==> config.mk <==
export PLATFORM = sky130hd
export DESIGN_NAME = pwm_duty_feeder
export DESIGN_NICKNAME = d
export VERILOG_FILES = /design/src/rtl/pwm_duty_feeder.sv
export SDC_FILE = /design/constraint.sdc
export NUM_CORES = 1
export LEC_CHECK = 0
export CAP_MARGIN = 20
export CORE_MARGIN = 2
export CORE_UTILIZATION = 53
export DETAILED_ROUTE_END_ITERATION = 10
export PLACE_DENSITY = 0.82
export SLEW_MARGIN = 10
export SYNTH_ARGS = -nofsm -noshare
export SYNTH_HDL_FRONTEND = slang
export SYNTH_SLANG_ARGS = --single-unit
==> constraint.sdc <==
create_clock -name clk -period 3.2 [get_ports clk]
set_clock_uncertainty 0.2 [all_clocks]
set_input_delay 0.64 -clock clk [delete_from_list [all_inputs] [get_ports clk]]
set_output_delay 0.64 -clock clk [all_outputs]
set_load 0.005 [all_outputs]
==> src/rtl/pwm_duty_feeder.sv <==
// Sample FIFO feeding the pwm duty register: converts signed samples to
// offset-binary duty words and applies them only at PWM period boundaries.
module pwm_duty_feeder #(
    parameter int N     = 4,
    parameter int DEPTH = 4
) (
    input  logic                     clk,
    input  logic                     rst,
    input  logic                     ena,
    input  logic                     step,
    input  logic                     sample_valid,
    output logic                     sample_ready,
    input  logic [N-1:0]             sample_data,
    input  logic [1:0]               volume,
    output logic [N-1:0]             duty,
    output logic                     period_start,
    output logic                     underflow,
    output logic [$clog2(DEPTH):0]   level
);

    localparam int AW = $clog2(DEPTH);
    localparam int LW = AW + 1;

    localparam logic [N-1:0]  DUTY_MID  = {1'b1, {(N-1){1'b0}}};
    localparam logic [N-1:0]  CNT_MAX   = {N{1'b1}};
    localparam logic [N-1:0]  CNT_ONE   = {{(N-1){1'b0}}, 1'b1};
    localparam logic [LW-1:0] LVL_FULL  = LW'(DEPTH);
    localparam logic [LW-1:0] LVL_ZERO  = {LW{1'b0}};
    localparam logic [LW-1:0] LVL_ONE   = {{(LW-1){1'b0}}, 1'b1};
    localparam logic [AW-1:0] PTR_ZERO  = {AW{1'b0}};
    localparam logic [AW-1:0] PTR_ONE   = {{(AW-1){1'b0}}, 1'b1};

    // Attenuate by sign-preserving shift, then flip the MSB to go offset-binary.
    function automatic logic [N-1:0] to_duty(input logic [N-1:0] s, input logic [1:0] v);
        logic signed [N-1:0] sh;
        sh = $signed(s) >>> v;
        to_duty = {~sh[N-1], sh[N-2:0]};
    endfunction

    logic [N-1:0]  mem_r [DEPTH];
    logic [AW-1:0] wr_ptr_r;
    logic [AW-1:0] rd_ptr_r;
    logic [LW-1:0] level_r;
    logic [N-1:0]  cnt_r;
    logic [N-1:0]  duty_r;
    logic          period_start_r;
    logic          underflow_r;

    logic          step_en_s;
    logic          boundary_s;
    logic          ready_s;
    logic          push_s;
    logic          pop_s;
    logic [LW-1:0] level_nxt_s;
    logic [N-1:0]  cnt_nxt_s;
    logic [N-1:0]  duty_nxt_s;
    logic [AW-1:0] wr_ptr_nxt_s;
    logic [AW-1:0] rd_ptr_nxt_s;

    // Handshake, boundary detection and next-state values.
    always_comb begin
        step_en_s    = step & ena;
        boundary_s   = step_en_s && (cnt_r == CNT_MAX);
        ready_s      = (level_r < LVL_FULL);
        push_s       = sample_valid && ready_s;
        pop_s        = boundary_s && (level_r != LVL_ZERO);
        level_nxt_s  = level_r;
        cnt_nxt_s    = cnt_r;
        duty_nxt_s   = duty_r;
        wr_ptr_nxt_s = wr_ptr_r;
        rd_ptr_nxt_s = rd_ptr_r;

        if (push_s && !pop_s) begin
            level_nxt_s = level_r + LVL_ONE;
        end else if (pop_s && !push_s) begin
            level_nxt_s = level_r - LVL_ONE;
        end else begin
            level_nxt_s = level_r;
        end

        if (push_s) begin
            wr_ptr_nxt_s = wr_ptr_r + PTR_ONE;
        end else begin
            wr_ptr_nxt_s = wr_ptr_r;
        end

        // Volume is taken at the pop, so a change mid-period affects the next word.
        if (pop_s) begin
            rd_ptr_nxt_s = rd_ptr_r + PTR_ONE;
            duty_nxt_s   = to_duty(mem_r[rd_ptr_r], volume);
        end else begin
            rd_ptr_nxt_s = rd_ptr_r;
            duty_nxt_s   = duty_r;
        end

        if (step_en_s) begin
            cnt_nxt_s = cnt_r + CNT_ONE;
        end else begin
            cnt_nxt_s = cnt_r;
        end
    end

    // Control and output registers.
    always_ff @(posedge clk) begin
        if (rst) begin
            wr_ptr_r       <= PTR_ZERO;
            rd_ptr_r       <= PTR_ZERO;
            level_r        <= LVL_ZERO;
            cnt_r          <= {N{1'b0}};
            duty_r         <= DUTY_MID;
            period_start_r <= 1'b0;
            underflow_r    <= 1'b0;
        end else begin
            wr_ptr_r       <= wr_ptr_nxt_s;
            rd_ptr_r       <= rd_ptr_nxt_s;
            level_r        <= level_nxt_s;
            cnt_r          <= cnt_nxt_s;
            duty_r         <= duty_nxt_s;
            period_start_r <= boundary_s;
            underflow_r    <= boundary_s && !pop_s;
        end
    end

    // Sample storage; contents are don't-care until written, so no reset.
    always_ff @(posedge clk) begin
        if (!rst && push_s) begin
            mem_r[wr_ptr_r] <= sample_data;
        end
    end

    assign sample_ready = ready_s;
    assign duty         = duty_r;
    assign period_start = period_start_r;
    assign underflow    = underflow_r;
    assign level        = level_r;

endmodule

==> qor.yml, run 1 <==
antenna_found_initial: 0
synth_nets: 141
synth_mux_area_share_pct: 11.4
required_ns: 3.27
cts.path.max_buffers: 2
place_congestion: 0.720
rows: 19
h-tree-depth: 2
placed_cells: 172
hp-class: "flop to flop"
synth_top_family_by_area: "simple AND/OR/NAND/NOR gates"
worstSetupStartpointType: "input port"
grt_start_max_net_pins: 21
core_sq_um: 2760
ys_ff_latch: 35
initial_core_util_pct: 56.1
cp_slowest_stage_delay_ns: 0.45
maxCapViolCount: 0
cp-end-kind: "flop"
drive_gt1_share_pct: 12.8
slowest_stage: "clkdlybuf4s50_1"
vias_per_cell: 5.44
cts_resized: 0
setup_viol: 0
drtIter0Drc: 23
die_w_microns: 58.0
numPortBuffers: 20
synth-main-ff-cell: "dfxtp_1"
grt_pass1_vias: 974
vias: 980
status: "finished clean"
hold_violations: 0
overflow: 0
syn2layout_area_growth_pct: 18.3
die_y_microns: 58.0
synthCells: 123
ys_seq_area_share_pct: 55.6
postRouteAntennaNets: 0
synth-xor-area-share_pct: 3.40
cts.sinks: 35
syn_avg_cell_area_sq_um: 12.6
drt-total-wl_mm: 2.47
ir_drop_v: 0.000389
cts_tree: "done"
clkTransAtPathRegs_ns: 0.10
io-pin-count: 21
clock_latency_ns: 0.33
final_common_cell: "clkdlybuf4s50_1"
synth_compound_area_share_pct: 5.58
power_w: 0.000877
hold_buffers: 0
drt_first_pass_iters: 4
drc: 0
rsz0062_at_grt: "false"
clock.fmax_mhz: 383
cts_setup_buffers: 0
synth_adder_area_share_pct: 6.14
crit_type: "input port to flop"
async_flop_share_pct: 0
final_cell_mix: "clkdlybuf4s50_1 (20), dfxtp_1 (19), edfxtp_1 (16)"
die-area_sq_um: 3370
antenna_cells: 0
synth_warnings: 0
synth_edf_count: 16
cts_root_buf: "clkbuf_4"
yosysUniqueCellTypes: 32
nets: 166
cpLargestDelayFamily: "buffers and inverters"
hold-worst-slack_ns: 0.291
period_share_pct: 81.6
p_per_area_nw_per_um2: 479
crit_arrival_ns: 2.68
finalCriticalPeriod_ns: 2.61
crit_fanout: 7
layout.cells.non_filler: 180
finalSetupTns_ns: 0
grt_usage_pct: 17.6
dpl.hpwl_mm: 1.84
p_leak_nw: 0.676
synth_area_sq_um: 1550
numCtsBuffers: 5
path_buf_inv: 3
tightest_slew_ns: 0.494
max-slew-margin-rel_pct: 66.8
grt_pass1_wl_mm: 4.35
synth-simple-area-share_pct: 14.6
path_cells: "clkdlybuf4s50_1 > nand3_2 > nor3_4 > inv_2 > ha_1 > inv_1 > fa_1 > xor2_1 > or3_1 > a21oi_1"
wl_per_cell_microns: 13.7
slew_viol_final: 0
-- final timing paths --
path | startpoint | to | slack (ns) | depth (start not counted)
worst max-delay path | step | level[2]$_SDFFE_PP0P_ | 0.59 | 10
worst min-delay path | cnt_r[1]$_SDFFE_PP0P_ | cnt_r[1]$_SDFFE_PP0P_ | 0.29 | 2
worst max register to register | level[2]$_SDFFE_PP0P_ | level[2]$_SDFFE_PP0P_ | 0.64 | 9
worst min register to register | cnt_r[1]$_SDFFE_PP0P_ | cnt_r[1]$_SDFFE_PP0P_ | 0.29 | 2
-- synth_stat cells, types with 4 or more instances --
library cell / number / area, sq um
ha_1: 6 / 75.1
nand2_1: 4 / 15.0
dfxtp_1: 19 / 380
nor3_1: 4 / 20.0
nor2_1: 13 / 48.8
xor2_1: 4 / 35.0
and2_1: 5 / 31.3
a21oi_1: 5 / 25.0
nor2b_1: 4 / 25.0
inv_1: 5 / 18.8
mux4_2: 6 / 135
edfxtp_1: 16 / 480
-- worst reg2reg max path, delay by kind of cell (launching register included) --
kind | cells | cell delay, ns
AOI/OAI and AO/OA | 1 | 0.15
xor gates and xnor gates | 1 | 0.16
adders and majority gates | 2 | 0.58
buffers and inverters | 2 | 0.19
DFF | 1 | 0.36
and+or+nand+nor | 3 | 0.86
-- registers in the layout (all words and copies together), names as in the netlist, named ones only --
name and count:
mem_r 16, cnt_r 4, duty 4, level 3, rd_ptr_r 2, wr_ptr_r 2, period_start 1, underflow 1
-- through the flow --
| step | util, % | cell area (sq um) | setup slack (ns) |
|---|---|---|---|
| finish | 66.4 | 1830 | 0.588 |
| floorplan | - | 1550 | 0.824 |
| CTS | 66.4 | 1830 | 0.591 |
| global placement | 64.6 | 1780 | 0.347 |
| global route | 66.4 | 1830 | 0.442 |
| detailed placement | 64.6 | 1780 | 0.230 |
-- power breakdown --
part / switching [W] / internal [W] / leakage [nW]
clock: 0.000134 / 0.0000855 / 0.0293
sequential: 0.0000215 / 0.000492 / 0.299
combinational: 0.0000671 / 0.0000767 / 0.347
total: 0.000222 / 0.000655 / 0.676
-- per-layer routing --
layer / GRT usage (%) / vias up / part of all wire, % / wire, microns
met5: 0 / - / 0 / 0
met3: 6.92 / 5 / 5.9 / 146
met2: 26.6 / 26 / 47 / 1160
met4: 6.98 / 0 / 1.3 / 31
li1: - / 493 / - / -
met1: 22.6 / 456 / 46 / 1130
-- kinds of logic (layout without fill, tap and decap cells) --
family                   Yosys count  count (layout)
flip-flops                        35              35
XOR/XNOR                           6               6
AO/OA/AOI/OAI                     13              13
AND/OR/NAND/NOR                   41              41
adder cells (fa/ha/maj)            7               7
multiplexers                      10              10
buffers and inverters             11              37
-- area by class of cell --
type                       count  area (sq um)
fill                         230           927
sequential                    35           861
multi-input combinational     77           636
timing repair buffer          23           223
clock buffer                   7          45.0
tap                           31          38.8
inverter                       6          22.5
clock inverter                 1          5.00
(Power assumes the default switching activity.)
==> inputs of run 2 (changes only) <==
clock period = 2.45 ns   (was 3.2 ns; I/O delays follow)
==> run 2 against run 1 <==
Net effect:
- sequential power is 31% higher
- critical path depth stayed put
- combinational power is 43% higher
- largest power group unchanged
- utilization is 2.3 points higher
- critical endpoint unchanged
- via count is 5.8% higher
- setup slack worse by 0.44 ns
- non-clock buffer count is 8 higher
- global-route usage is 0.41 points higher
==> qor.yml, run 2 (synthesis results as in run 1) <==
initial_core_util_pct: 56.1  # unchanged
vias_per_cell: 5.52  # was 5.44
finalCriticalPeriod_ns: 2.30
nFillCells: 210  # was 230
grt_util_met2_pct: 29.4  # was 26.6%
final_cell_mix: "clkdlybuf4s50_1 (20), dfxtp_1 (18), edfxtp_1 (16)"  # was clkdlybuf4s50_1 (20), dfxtp_1 (19), edfxtp_1 (16)
cts.path.max_buffers: 2  # unchanged
final_core_util_pct: 68.7  # was 66.4%
crit_fanout: 3  # was 7
crit_arrival_ns: 2.36  # was 2.68 ns
grt_start_max_net_pins: 20  # was 21
wl_per_cell_microns: 13.6  # was 13.7 microns
grt_use_met3_pct: 6.25  # was 6.92%
antenna_cells: 0  # unchanged
antenna_found_initial: 0  # unchanged
final_common_cell: "clkdlybuf4s50_1"  # unchanged
hp-class: "flop to flop"  # unchanged
drtIter0Drc: 32  # was 23
cts_setup_buffers: 0  # unchanged
hold_violations: 0  # unchanged
max-slew-margin-rel_pct: 70.8  # was 66.8%
cpLargestDelayFamily: "buffers and inverters"  # unchanged
status: "finished clean"  # unchanged
largest-register: "mem_r"  # unchanged
numCtsBuffers: 5  # unchanged
clock.fmax_mhz: 435
drt-total-wl_mm: 2.56  # was 2.47 mm
numPortBuffers: 20  # unchanged
drt_first_pass_iters: 4  # unchanged
drc: 0  # unchanged
clkTransAtPathRegs_ns: 0.10  # about the same
grt_usage_pct: 18.0  # was 17.6%
hold_buffers: 0  # unchanged
cp-end-kind: "flop"  # unchanged
clock_latency_ns: 0.33  # about the same
period_share_pct: 93.8
maxCapViolCount: 0  # unchanged
die_y_microns: 58.0  # unchanged
p_per_area_nw_per_um2: 618  # was 479 nW/um^2
placed_cells: 180  # was 172
required_ns: 2.51  # was 3.27 ns
grt_util_met1_pct: 22.7  # was 22.6%
dpl.hpwl_mm: 1.96  # was 1.84 mm
layout.cells.non_filler: 188  # was 180
rows: 19  # unchanged
cts_tree: "done"  # unchanged
postRouteAntennaNets: 0  # unchanged
rsz0062_at_grt: "false"  # unchanged
io-pin-count: 21  # unchanged
ir_drop_v: 0.000591  # was 0.000389 V
slowest_stage: "clkdlybuf4s50_1"  # unchanged
die-area_sq_um: 3370  # unchanged
drive_gt1_share_pct: 19.1  # was 12.8%
cts_root_buf: "clkbuf_4"  # unchanged
cp_slowest_stage_delay_ns: 0.45  # about the same
cts.sinks: 35  # unchanged
grt-busiest-layer: "met2"  # unchanged
setup_viol: 0  # unchanged
path_cells: "clkdlybuf4s50_1 > nand3_2 > nor3_4 > inv_2 > ha_1 > inv_1 > fa_1 > xor2_1 > or3_1 > a21oi_1"  # unchanged
largest_register_ffs: 16  # unchanged
grt_pass1_wl_mm: 4.49  # was 4.35 mm
grt_pass1_vias: 1017  # was 974
overflow: 0  # unchanged
die_w_microns: 58.0  # unchanged
syn2layout_area_growth_pct: 22.4  # was 18.3%
nets: 174  # was 166
rrSetupSlack_ns: 0.18  # was 0.64 ns
place_congestion: 0.745  # was 0.720
path_buf_inv: 3  # unchanged
worstSetupStartpointType: "input port"  # unchanged
slew_viol_final: 0  # unchanged
crit_type: "input port to flop"  # unchanged
h-tree-depth: 2  # unchanged
p_leak_nw: 0.719  # was 0.676 nW
core_sq_um: 2760  # unchanged
tightest_slew_ns: 0.437  # was 0.494 ns
vias: 1037  # was 980
run 2: cell count changes in the layout (fill, tap and decap cells not counted), sizes merged:
cell    previous run  this run
clkbuf             7         5
clkinv             1         3
buf                3        11
run 2: layout make-up:
type	instances	area, sq um	share of cell area, %
Clock inverter	3	15.0	0.793
Multi-Input combinational cell	77	636	33.6
Tap cell	31	38.8	2.05
Inverter	6	22.5	1.19
Clock buffer	5	37.5	1.98
Sequential cell	35	862	45.5
Timing Repair Buffer	31	283	14.9
run 2: path summary, 6_finish.rpt:
kind | cells after the start | startpoint | endpoint
max | 10 | ena | level[2]$_SDFFE_PP0P_
min | 2 | cnt_r[1]$_SDFFE_PP0P_ | cnt_r[1]$_SDFFE_PP0P_
max reg2reg | 10 | level[0]$_SDFFE_PP0P_ | level[2]$_SDFFE_PP0P_
min reg2reg | 2 | cnt_r[1]$_SDFFE_PP0P_ | cnt_r[1]$_SDFFE_PP0P_
run 2: layer usage:
metal,up-vias,part of all wire (%)
met4,0,1.6
met1,491,44
met3,5,5.7
li1,507,-
met2,34,49
met5,-,0
run 2: timing repair:
| item | in CTS | in global routing |
|---|---|---|
| gates resized for setup | 0 | 1 |
| endpoints found under the setup margin | 0 | 1 |
| hold endpoints to repair | 0 | 0 |
run 2: worst register-to-register path: cells and delay by family (launching register included):
family,cells,cell delay [ns]
DFF,1,0.37
buffers and inverters,3,0.25
AOI/OAI and AO/OA,1,0.16
xor gates and xnor gates,1,0.15
and+or+nand+nor,3,0.52
adders and majority gates,2,0.52
run 2: stage by stage:
step                      TNS, ns  hold slack [ns]  setup slack, ns  area [sq um]  power, W
after global placement     -0.160            0.259          -0.0991          1840  0.000883
after CTS                       0            0.295            0.160          1890   0.00118
after global routing            0            0.317          0.00560          1890   0.00124
final                           0            0.293            0.152          1890   0.00117
after floorplan                 0            0.254            0.131          1550  0.000788
after detailed placement   -0.284            0.272           -0.182          1840  0.000892
run 2: power breakdown:
group / leakage, nW / switching [W] / internal, W
clock: 0.0347 / 0.000186 / 0.000107
combinational: 0.384 / 0.0000888 / 0.000117
sequential: 0.300 / 0.0000286 / 0.000644
==> inputs of run 3 (changes only) <==
TNS_END_PERCENT = 100   (was not set)
==> results of run 3 <==
No change in the layout: final DEF, timing and power equal those of run 2.
